--- config.mk ---
export PLATFORM = sky130hd
export DESIGN_NAME = demux_reg
export DESIGN_NICKNAME = d
export VERILOG_FILES = /design/src/rtl/demux_reg.sv
export SDC_FILE = /design/constraint.sdc
export NUM_CORES = 1
export LEC_CHECK = 0
export BUFFER_PORTS_ARGS = -buffer_cell sky130_fd_sc_hd__buf_2
export CORE_UTILIZATION = 50
export DETAILED_ROUTE_END_ITERATION = 16
export GPL_ROUTABILITY_DRIVEN = 0
export PLACE_DENSITY = 0.85
export SYNTH_ARGS = -nofsm -noshare
export SYNTH_HDL_FRONTEND = slang
export SYNTH_SLANG_ARGS = --single-unit
--- constraint.sdc ---
create_clock -name clk -period 4.73 [get_ports clk]
set_input_delay 0.473 -clock clk [delete_from_list [all_inputs] [get_ports clk]]
set_output_delay 0.473 -clock clk [all_outputs]
set_load 0.01 [all_outputs]
--- src/rtl/demux_reg.sv ---
// demux_reg: registered 1-to-4 steering demultiplexer with valid/ready handshakes.
// Each output lane is a one-entry buffer, so a stalled consumer only blocks
// traffic addressed to its own lane.
// Optional macro DEMUX_CNT_EN adds saturating per-lane delivery counters cnt0..cnt3.
module demux_reg #(
  parameter int WIDTH = 32,
  parameter int CNT_W = 16
) (
  input  logic             clk,
  input  logic             rst_n,
  input  logic [WIDTH-1:0] in_data,
  input  logic [1:0]       in_sel,
  input  logic             in_valid,
  output logic             in_ready,
  output logic [WIDTH-1:0] out0_data,
  output logic [WIDTH-1:0] out1_data,
  output logic [WIDTH-1:0] out2_data,
  output logic [WIDTH-1:0] out3_data,
  output logic [3:0]       out_valid,
  input  logic [3:0]       out_ready
`ifdef DEMUX_CNT_EN
  ,
  output logic [CNT_W-1:0] cnt0,
  output logic [CNT_W-1:0] cnt1,
  output logic [CNT_W-1:0] cnt2,
  output logic [CNT_W-1:0] cnt3
`endif
);

  typedef enum logic {EMPTY, FULL} lane_state_t;

  lane_state_t      state [4];
  logic [WIDTH-1:0] data_q [4];
  logic [3:0]       load;
  logic [3:0]       drain;
  logic             acc;

  assign out0_data = data_q[0];
  assign out1_data = data_q[1];
  assign out2_data = data_q[2];
  assign out3_data = data_q[3];

  // A lane is ready when empty or being drained this cycle (pass-through refill).
  assign in_ready = rst_n & (~out_valid[in_sel] | out_ready[in_sel]);
  assign acc      = in_valid & in_ready;
  assign drain    = out_valid & out_ready;

  // Decode lane occupancy and steer the accepted payload to its lane.
  always_comb begin
    out_valid = '0;
    load      = '0;
    for (int i = 0; i < 4; i++) begin
      out_valid[i] = (state[i] == FULL);
    end
    if (acc) begin
      load[in_sel] = 1'b1;
    end
  end

  // Per-lane EMPTY/FULL state machine and payload register.
  always_ff @(posedge clk) begin
    if (!rst_n) begin
      for (int i = 0; i < 4; i++) begin
        state[i]  <= EMPTY;
        data_q[i] <= '0;
      end
    end else begin
      for (int i = 0; i < 4; i++) begin
        if (load[i]) begin
          data_q[i] <= in_data;
        end
        case (state[i])
          EMPTY: begin
            if (load[i]) begin
              state[i] <= FULL;
            end
          end
          FULL: begin
            if (drain[i] && !load[i]) begin
              state[i] <= EMPTY;
            end
          end
          default: state[i] <= EMPTY;
        endcase
      end
    end
  end

`ifdef DEMUX_CNT_EN
  logic [CNT_W-1:0] cnt_q [4];

  assign cnt0 = cnt_q[0];
  assign cnt1 = cnt_q[1];
  assign cnt2 = cnt_q[2];
  assign cnt3 = cnt_q[3];

  // Count deliveries per lane, saturating at all-ones instead of wrapping.
  always_ff @(posedge clk) begin
    if (!rst_n) begin
      for (int i = 0; i < 4; i++) begin
        cnt_q[i] <= '0;
      end
    end else begin
      for (int i = 0; i < 4; i++) begin
        if (drain[i] && (cnt_q[i] != '1)) begin
          cnt_q[i] <= cnt_q[i] + CNT_W'(1);
        end
      end
    end
  end
`endif

endmodule

==> results by group, run 1 <==
Run status
  – Status: complete, no violations

Synthesis
  – Seq/Total Area, Yosys: 77.9%
  – Complex-gate fraction of the synthesized area: under 10%
  – Main combinational cell family by area after synthesis: simple AND/OR/NAND/NOR gates
  – Total of flip-flops plus latches after synthesis: approximately 130
  – Area share of xor/xnor cells in the synthesized design: 0%
  – Adder-Cell Fraction of Synth Area: 0%
  – Mean instance size in the synthesized netlist: approximately 17 sq um
  – Total standard cell area after synthesis: ~5000 sq um
  – Simple-gate area share of the yosys netlist: a little under a fifth
  – Synthesized Nets: about 350
  – Multiplexer area fraction after synthesis: 0.223%
  – Warning count from the yosys run: 0
  – Number of instances in the synthesized netlist: roughly 300
  – Distinct cell type count of the synthesized netlist: 22

Detailed routing
  – Detailed Route WL: between 10,000 and 15,000 microns
  – Met3 wire length: approximately 630 microns
  – Met2 wire length: between 5000 and 6000 microns
  – Iteration-0 DRC count of the detailed router: 66
  – Routed Antenna Nets: 0
  – Metal1 wirelength: approximately 4300 microns
  – Uppermost metal layer occupied by signal nets: met5
  – Number of iterations in the first detailed-routing pass: 6
  – DRC violation count after routing: 0
  – Detail-routed net length per standard cell: 16.7 microns
  – Vias after detailed routing: slightly above 3,000
  – Via/cell ratio: 4.89

Cells and area
  – Fraction of final layout cells sized beyond drive strength 1: a little over two fifths
  – Area growth syn-to-layout: 29.1%
  – Most common cell after layout, fill and taps aside: buf_2
  – Antenna fix cells: 0
  – Number of nets in the final layout: 521
  – Non-Filler Instances: 625
  – Most used cells in the layout excluding fill and tap cells: 173 x buf_2, 129 x edfxtp_1, 128 x and2_1

Place
  – Pre-CTS WS: approximately 2.3 ns
  – Cells after DPL: between 500 and 600
  – IO buf count: ~170
  – Detailed-placement wirelength estimate: ~6800 microns

Clocking
  – Count of H-tree levels built during CTS: 4
  – Clock Tree Root: clkbuf_8
  – Number of buffers created by CTS: 17
  – Reg clk slew, reported paths: approximately 0.06 ns
  – Number of gates resized after CTS: 0
  – Hold-fix buffer count after cts: 0
  – CTS tree: yes
  – Postcts setup bufs: 0
  – Max Buffers Root-to-Sink: 2
  – Sink count of the clock tree: approximately 130
  – Clock latency reported for the late side of the worst-skew pair: around 0.5 ns

Power and ir drop
  – Maximum vdd drop: roughly 0.20 mV
  – Leakage dissipation: 0.00289 uW
  – Power per cell area: 408 nW/um^2

Global route
  – Total global routing track utilization: 20.3%
  – Overflow left after global routing: 0
  – Via count of the first global-routing pass: ~3,000
  – Pin count of the biggest net entering global routing: 34
  – Number of antenna violations at the first check in global routing: 1
  – Wire length of the first global-routing pass: 15,100 microns

Critical path
  – Startpoint types: register
  – CP Launch Point: state[3]$_SDFFCE_PP0P_
  – Req. time, crit path: roughly 4.3 ns
  – Category of the critical setup timing path: register to output port
  – Start of the worst register-to-register path: state[3]$_SDFFCE_PP0P_
  – Arrival time of the worst setup path: approximately 1.8 ns
  – Worst-path fanout max: 4
  – CP Capture Type: output port

Worst hold path
  – Startpoint of the lowest-slack hold path: in_data[3]
  – Path type of the worst min-delay path: primary input to register

Floorplanning
  – Overall die height: a little over 100 microns
  – Total number of placement rows: 36
  – Die X-Extent: about 100 microns
  – Core ar.: 9770 sq um
  – Initial cell density of the core: 51.6%
  – Die area: roughly 11,000 sq um
  – Ports: 174

STA
  – RSZ-0062 raised after global routing: false
  – Least setup slack across all paths after layout: 2.51 ns
  – Number of hold violations in the final report: 0
  – Max Clock Skew: about 0.012 ns
  – Fraction of the cycle the final worst path needs: approximately 47%
  – Final Max Tran Viols: 0
  – Number of setup violations in the final report: 0
  – Setup total negative slack: 0 ns
  – Tightest slew margin relative to the limit: between 10% and 20%
  – FMAX: approximately 450 MHz
  – Transition at the pin with the smallest max-transition slack: about 1.2 ns
  – Tmin final: about 2.2 ns

Job
  – Number of maximum-capacitance constraint violations: 0
-- final cells by class --
cell class                 count  area [sq um]
tap                          133           166
inverter                       1          3.75
fill                         672          3260
clock buffer                  20           425
multi-input combinational    154          1020
timing repair buffer         174           873
sequential                   132          3930
clock inverter                11          88.8
-- flip-flops by register name, summed over array words and instances, names as in the netlist --
signal / flops
data_q: 128
state: 4
-- Yosys cell counts, drive strengths merged --
| library cell | count | share of area [%] |
|---|---|---|
| a21boi | 1 | 0.15 |
| a221oi | 1 | 0.17 |
| and2 | 128 | 16 |
| and4b | 1 | 0.20 |
| buf | 17 | 2.4 |
| dfxtp | 3 | 1.2 |
| edfxtp | 129 | 77 |
| inv | 1 | 0.074 |
| mux2 | 1 | 0.22 |
| nand2b | 1 | 0.12 |
| nand3 | 1 | 0.099 |
| nand3b | 1 | 0.15 |
| nand4 | 1 | 0.25 |
| nand4b | 2 | 0.35 |
| nor2 | 5 | 0.62 |
| nor2b | 5 | 0.62 |
| o21a | 3 | 0.45 |
| o21ai | 3 | 0.30 |
-- logic make-up after synthesis --
group / Yosys count
DFF: 132
and+or+nand+nor: 145
buffers and inverters: 18
muxes: 1
AOI/OAI and AO/OA: 8
-- layer usage --
layer / track usage (%) / vias up
met2: 33.9 / 139
met1: 24.0 / 1486
met3: 6.84 / 10
met5: 0 / -
met4: 8.46 / 2
li1: - / 1419
-- critical path, stage by stage (launching register included) --
cell	delay (ns)
edfxtp_1	0.41
nor2b_1	0.40
mux2_2	0.24
a21boi_1	0.06
buf_2	0.14
-- path summary, 6_finish.rpt --
kind | end | slack [ns] | cells past startpoint
min reg2reg | state[3]$_SDFFCE_PP0P_ | 0.66 | 1
max | in_ready | 2.51 | 4
max reg2reg | data_q[3][14]$_SDFFCE_PN0P_ | 2.77 | 2
min | data_q[3][3]$_SDFFCE_PN0P_ | 0.27 | 2
-- through the flow --
step	utilization [%]	power [uW]	cell area (sq um)	hold slack [ns]
2_1_floorplan	-	1450	5050	0.579
3_3_place_gp	61.4	1530	6000	0.615
3_5_place_dp	61.4	1540	6000	0.629
4_1_cts	66.7	2670	6520	0.250
5_1_grt	66.7	2730	6520	0.262
6_report	66.7	2660	6520	0.266
-- where the power goes --
group,switching (uW),internal (uW),leakage [uW]
sequential,14.5,1340,0.00140
combinational,104,58.6,0.00125
clock,458,685,0.000245
Note: power is estimated with default switching activity, not from simulation.
==> inputs of run 2 (changes only) <==
--- a/config.mk
+++ b/config.mk
@@ -6,10 +6,10 @@
 export NUM_CORES = 1
 export LEC_CHECK = 0
 export BUFFER_PORTS_ARGS = -buffer_cell sky130_fd_sc_hd__buf_2
-export CORE_UTILIZATION = 50
+export CORE_UTILIZATION = 45
 export DETAILED_ROUTE_END_ITERATION = 16
 export GPL_ROUTABILITY_DRIVEN = 0
-export PLACE_DENSITY = 0.85
+export PLACE_DENSITY = 0.81
 export SYNTH_ARGS = -nofsm -noshare
 export SYNTH_HDL_FRONTEND = slang
 export SYNTH_SLANG_ARGS = --single-unit
==> constraint.sdc (replaced) <==
create_clock -name clk -period 1.9 [get_ports clk]
set_input_delay 0.19 -clock clk [delete_from_list [all_inputs] [get_ports clk]]
set_output_delay 0.19 -clock clk [all_outputs]
set_load 0.01 [all_outputs]
==> run 2 against run 1 <==
Effect of this change: global-route usage decreased by 0.14 points; clock skew shrank 0.0041 ns; clock power rose to 3.0 times the previous value; combinational power rose to 3.0 times the previous value; die area up 11%; non-clock buffer count up 40; sequential power grew 150%; critical path type unchanged; largest cell class unchanged; via count increased by 4.5%; critical path depth is the same; sequential share of layout area decreased by 4.4 points; flip-flop and latch count stayed put; wire length grew 7.1%.
==> results by group, run 2 (synthesis results as in run 1) <==
Run status
  – Status: complete, no violations (unchanged)

STA
  – Transition at the pin with the smallest max-transition slack: 0.571 ns (was 1.23 ns)
  – Fraction of the cycle the final worst path needs: between 90% and 100%
  – Tightest slew margin relative to the limit: 61.9% (was 17.6%)
  – Max Clock Skew: 0.00741 ns (was 0.0115 ns)
  – Worst hold-check slack: 0.0291 ns (was 0.266 ns)
  – FMAX: roughly 560 MHz
  – RSZ-0062 raised after global routing: false (unchanged)
  – Final Max Tran Viols: 0 (unchanged)
  – Number of hold violations in the final report: 0 (unchanged)
  – Number of setup violations in the final report: 0 (unchanged)
  – Tmin final: 1.80 ns
  – Setup total negative slack: 0 ns (unchanged)
  – Least setup slack across all paths after layout: 0.102 ns (was 2.51 ns)

Floorplanning
  – Core ar.: 10,900 sq um (was 9770 sq um)
  – Initial cell density of the core: 46.4% (was 51.6%)
  – Die area: 11,600 sq um (was 10,500 sq um)
  – Die X-Extent: 108 microns (was 102 microns)
  – Total number of placement rows: 38 (was 36)
  – Overall die height: 108 microns (was 102 microns)
  – Ports: 174 (unchanged)

Cells and area
  – Register containing the most flip-flops in the final layout: data_q (unchanged)
  – Area growth syn-to-layout: 39.3% (was 29.1%)
  – Fraction of final layout cells sized beyond drive strength 1: 42.8% (was 42.5%)
  – Largest registers: data_q x128, state x4 (unchanged)
  – Antenna fix cells: 0 (unchanged)
  – Number of inserted filler cells in the final layout: 814 (was 672)
  – Flip-flop count of the largest register after layout: 128 (unchanged)
  – Final instance area: 7030 sq um (was 6520 sq um)
  – Most common cell after layout, fill and taps aside: buf_2 (unchanged)
  – Most used cells in the layout excluding fill and tap cells: 173 x buf_2, 129 x edfxtp_1, 128 x and2_1 (unchanged)
  – Number of nets in the final layout: 561 (was 521)

Global route
  – Total global routing track utilization: 20.1% (was 20.3%)
  – Wire length of the first global-routing pass: 17,000 microns (was 15,100 microns)
  – Pin count of the biggest net entering global routing: 34 (unchanged)
  – Via count of the first global-routing pass: 3,309 (was 2,974)
  – Overflow left after global routing: 0 (unchanged)
  – Number of antenna violations at the first check in global routing: 0 (was 1)

Clocking
  – Count of H-tree levels built during CTS: 4 (unchanged)
  – Sink count of the clock tree: 132 (unchanged)
  – Reg clk slew, reported paths: 0.06 ns (about the same)
  – CTS tree: yes (unchanged)
  – Max Buffers Root-to-Sink: 2 (unchanged)
  – Number of buffers created by CTS: 17 (unchanged)
  – Clock latency reported for the late side of the worst-skew pair: 0.50 ns (was 0.51 ns)
  – Clock Tree Root: clkbuf_8 (unchanged)

Critical path
  – Category of the critical setup timing path: register to output port (unchanged)
  – CP Capture Type: output port (unchanged)
  – Req. time, crit path: 1.71 ns (was 4.26 ns)
  – Startpoint types: register (unchanged)
  – Worst-path fanout max: 3 (was 4)
  – Arrival time of the worst setup path: 1.61 ns (was 1.75 ns)

Place
  – Post-place instance area: 6100 sq um (was 6000 sq um)
  – IO buf count: 173 (unchanged)
  – Detailed-placement wirelength estimate: 7540 microns (was 6750 microns)
  – Pre-CTS WS: 0.249 ns (was 2.29 ns)

Job
  – Number of maximum-capacitance constraint violations: 0 (unchanged)

Detailed routing
  – Iteration-0 DRC count of the detailed router: 103 (was 66)
  – Number of iterations in the first detailed-routing pass: 4 (was 6)
  – Vias after detailed routing: 3,194 (was 3,056)
  – Detail-routed net length per standard cell: 16.6 microns (was 16.7 microns)
  – Detailed Route WL: 11,200 microns (was 10,400 microns)
  – DRC violation count after routing: 0 (unchanged)
  – Routed Antenna Nets: 0 (unchanged)
  – Via/cell ratio: 4.75 (was 4.89)

Power and ir drop
  – Maximum vdd drop: 0.579 mV (was 0.201 mV)
  – Leakage dissipation: 0.00313 uW (was 0.00289 uW)
  – Total power of the final layout: 7270 uW (was 2660 uW)
  – Power per cell area: 1030 nW/um^2 (was 408 nW/um^2)

Worst hold path
  – Path type of the worst min-delay path: primary input to register (unchanged)
==> run 2: changes by cell type in the layout (fill, tap and decap cells not counted), moves of 2 or more <==
cell	before	now
dlygate4sd3_1	0	27
bufinv_16	1	5
clkinv_2	4	2
nor2b_2	0	2
clkbuf_1	3	1
nor2b_1	5	2
buf_4	1	13
==> run 2: cell type report <==
cell class                 count  area (sq um)  share of cell area [%]
clock buffer                  18           418                    5.95
clock inverter                14           209                    2.97
inverter                       1          3.75                  0.0534
multi-input combinational    154          1040                    14.7
sequential                   132          3930                    56.0
tap                          140           175                    2.49
timing repair buffer         214          1250                    17.8
==> run 2: repair_timing <==
item	in CTS	in global routing
pin swaps	0	0
resized for setup	2	2
setup endpoints to repair	1	1
setup buffers	1	1
hold endpoints to repair	86	0
hold buffers	27	0
==> run 2: worst max-delay path, stage by stage, from the launching register on <==
cell and delay, ns:
edfxtp_1 0.39, nor2b_4 0.17, mux2_2 0.26, a21boi_1 0.14, buf_2 0.14
==> run 2: power by group <==
group | switching (uW) | internal [uW] | leakage (uW) | total, uW
Combinational | 278 | 204 | 0.00143 | 482
Sequential | 33.7 | 3330 | 0.00140 | 3360
Clock | 1170 | 2260 | 0.000300 | 3430
Total | 1480 | 5790 | 0.00313 | 7270
==> run 2: metal layers <==
metal,part of all wire [%],global-route usage (%)
met5,0,0
met2,53,35.3
met1,40,23.4
met3,5.7,5.75
met4,1.4,7.63
==> run 2: final timing paths <==
path	start	cells after the start	to	slack (ns)
max reg2reg	state[0]$_DFF_P_	4	data_q[0][9]$_SDFFCE_PN0P_	0.42
max	state[3]$_SDFFCE_PP0P_	4	in_ready	0.10
min reg2reg	state[0]$_DFF_P_	2	state[0]$_DFF_P_	0.68
min	in_data[16]	2	data_q[1][16]$_SDFFCE_PN0P_	0.03
==> run 2: metrics by stage <==
stage	instances	utilization [%]
finish	673	64.6
global placement	612	56.1
detailed placement	612	56.1
floorplan	304	-
global route	673	64.6
CTS	672	64.4
==> inputs of run 3 (changes only) <==
==> constraint.sdc (replaced) <==
create_clock -name clk -period 1.9 [get_ports clk]
set_input_delay 0.38 -clock clk [delete_from_list [all_inputs] [get_ports clk]]
set_output_delay 0.38 -clock clk [all_outputs]
set_load 0.01 [all_outputs]
==> run 3 against run 2 <==
Effect of this change: the flow now finishes with violations (setup timing); sequential power hardly changed; wire length up 2.3%; via count down 0.56%.
==> results by group, run 3 (synthesis results as in run 1) <==
Run status
  – Status: complete, but fails checks (was complete, no violations)
  – Violations in the final reports: setup timing

Detailed routing
  – Via/cell ratio: 4.89 (was 4.75)
  – Number of iterations in the first detailed-routing pass: 4 (unchanged)
  – Vias after detailed routing: 3,176 (was 3,194)
  – Detailed Route WL: 11,400 microns (was 11,200 microns)
  – Met3 wire length: 790 microns (was 640 microns)
  – Routed Antenna Nets: 0 (unchanged)
  – DRC violation count after routing: 0 (unchanged)
  – Uppermost metal layer occupied by signal nets: met4 (unchanged)
  – Detail-routed net length per standard cell: 17.6 microns (was 16.6 microns)
  – Metal1 wirelength: 4760 microns (was 4480 microns)
  – Met2 wire length: 5820 microns (was 5910 microns)
  – Iteration-0 DRC count of the detailed router: 160 (was 103)

Floorplanning
  – Core ar.: 10,900 sq um (unchanged)
  – Initial cell density of the core: 46.4% (unchanged)
  – Die area: 11,600 sq um (unchanged)
  – Die X-Extent: 108 microns (unchanged)
  – Total number of placement rows: 38 (unchanged)
  – Overall die height: 108 microns (unchanged)
  – Ports: 174 (unchanged)

Critical path
  – Number of logic stages on the critical path including buffering: 4 (unchanged)
  – Arrival time of the worst setup path: 1.60 ns (was 1.61 ns)
  – CP delay by family, top: flip-flops (unchanged)
  – Depth of the most critical reg-to-reg path: 5 (was 4)
  – Worst-path fanout max: 2 (was 3)
  – Crit path max-delay cell type: edfxtp_1 (unchanged)
  – CP Capture Type: output port (unchanged)
  – Startpoint types: register (unchanged)
  – Category of the critical setup timing path: register to output port (unchanged)
  – Maximum cell stage delay along the critical path: 0.41 ns (was 0.39 ns)
  – Sequence of cells on the critical path: nor2b_4, mux2_4, a21boi_2, buf_2 (was nor2b_4, mux2_2, a21boi_1, buf_2)
  – CP bufs+invs: 1 (unchanged)
  – Req. time, crit path: 1.52 ns (was 1.71 ns)

STA
  – Final Max Tran Viols: 0 (unchanged)
  – Setup total negative slack: -0.0843 ns (was 0 ns)
  – Least setup slack across all paths after layout: -0.0843 ns (was 0.102 ns)
  – Tightest slew margin relative to the limit: 78.2% (was 61.9%)
  – Fraction of the cycle the final worst path needs: 104% (was 94.6%)
  – Worst hold-check slack: 0.170 ns (was 0.0291 ns)
  – Transition at the pin with the smallest max-transition slack: 0.327 ns (was 0.571 ns)
  – Tmin final: 1.98 ns (was 1.80 ns)
  – RSZ-0062 raised after global routing: true (was false)
  – FMAX: 504 MHz (was 556 MHz)
  – Number of hold violations in the final report: 0 (unchanged)
  – Max Clock Skew: 0.00529 ns (was 0.00741 ns)
  – Number of setup violations in the final report: 1 (was 0)

Clocking
  – Reg clk slew, reported paths: 0.06 ns (about the same)
  – CTS tree: yes (unchanged)
  – Hold-fix buffer count after cts: 0 (was 27)
  – Number of buffers created by CTS: 17 (unchanged)
  – Sink count of the clock tree: 132 (unchanged)
  – Max Buffers Root-to-Sink: 2 (unchanged)
  – Clock Tree Root: clkbuf_8 (unchanged)
  – Count of H-tree levels built during CTS: 4 (unchanged)
  – Clock latency reported for the late side of the worst-skew pair: 0.52 ns (was 0.50 ns)

Global route
  – Overflow left after global routing: 0 (unchanged)
  – Number of antenna violations at the first check in global routing: 0 (unchanged)
  – Pin count of the biggest net entering global routing: 33 (was 34)
  – Wire length of the first global-routing pass: 17,100 microns (was 17,000 microns)
  – Via count of the first global-routing pass: 3,142 (was 3,309)
  – Total global routing track utilization: 20.9% (was 20.1%)

Job
  – Number of maximum-capacitance constraint violations: 0 (unchanged)

Power and ir drop
  – Maximum vdd drop: 0.625 mV (was 0.579 mV)
  – Net switching power figure: 1500 uW (was 1480 uW)
  – Total internal power: 5650 uW (was 5790 uW)
  – Switching power as a share of total power: 21.0% (was 20.4%)
  – Combinational group share of total power: 6.6% (about the same)
  – Reg power frac: 47.1% (was 46.2%)
  – Power per cell area: 1040 nW/um^2 (was 1030 nW/um^2)
  – Leakage dissipation: 0.00306 uW (was 0.00313 uW)
  – Clock network fraction of total power: 46.3% (was 47.1%)

Cells and area
  – Most common cell after layout, fill and taps aside: buf_2 (unchanged)
  – Number of nets in the final layout: 538 (was 561)
  – Flip-flop count of the largest register after layout: 128 (unchanged)
  – Register containing the most flip-flops in the final layout: data_q (unchanged)
  – Most used cells in the layout excluding fill and tap cells: 173 x buf_2, 129 x edfxtp_1, 128 x and2_1 (unchanged)
  – Area growth syn-to-layout: 36.1% (was 39.3%)
  – Antenna fix cells: 0 (unchanged)
  – Largest registers: data_q x128, state x4 (unchanged)
  – Fraction of final layout cells sized beyond drive strength 1: 46.1% (was 42.8%)
  – Final core area utilization: 63.1% (was 64.6%)
  – Number of inserted filler cells in the final layout: 783 (was 814)

Worst hold path
  – Hold path cells: 2 (unchanged)
  – Path type of the worst min-delay path: primary input to register (unchanged)

Place
  – Pre-CTS WS: 0.197 ns (was 0.249 ns)
  – Detailed-placement wirelength estimate: 7300 microns (was 7540 microns)
  – IO buf count: 173 (unchanged)
==> run 3: final cells by class <==
cell class | count | area, sq um | share of cell area, %
tap | 140 | 175 | 2.55
clock buffer | 19 | 422 | 6.14
inverter | 1 | 3.75 | 0.0547
clock inverter | 13 | 184 | 2.68
sequential | 132 | 3940 | 57.3
timing repair buffer | 191 | 1100 | 16.0
multi-input combinational | 154 | 1050 | 15.2
==> run 3: final timing paths <==
kind                           from                           to  slack [ns]
max          state[3]$_SDFFCE_PP0P_                     in_ready       -0.08
min                      in_data[7]   data_q[3][7]$_SDFFCE_PN0P_        0.17
max reg2reg  state[3]$_SDFFCE_PP0P_  data_q[3][19]$_SDFFCE_PN0P_        0.37
min reg2reg        state[0]$_DFF_P_             state[0]$_DFF_P_        0.70
==> run 3: per-stage QoR <==
stage / instances / cell area [sq um] / total power, uW
2_1_floorplan: 304 / 5070 / 3610
4_1_cts: 650 / 6870 / 7190
3_5_place_dp: 616 / 6220 / 3890
5_1_grt: 650 / 6870 / 7380
3_3_place_gp: 616 / 6220 / 3870
6_report: 650 / 6870 / 7150
==> run 3: layer usage <==
layer,vias up,global-route usage (%)
li1,1451,-
met1,1565,25.2
met2,150,34.7
met3,10,7.93
met4,0,6.36
met5,-,0
==> run 3: power groups by stage <==
stage / Sequential, uW / Combinational [uW] / Clock [uW]
floorplan: 3490 / 121 / 0
global placement: 3420 / 449 / 0
detailed placement: 3430 / 461 / 0
CTS: 3370 / 474 / 3350
global route: 3380 / 508 / 3500
finish: 3370 / 470 / 3310
==> run 3: what timing repair did <==
item	CTS	global route
setup buffers	3	0
setup endpoints to repair	1	1
pin swaps	1	0
gates resized for setup	7	0
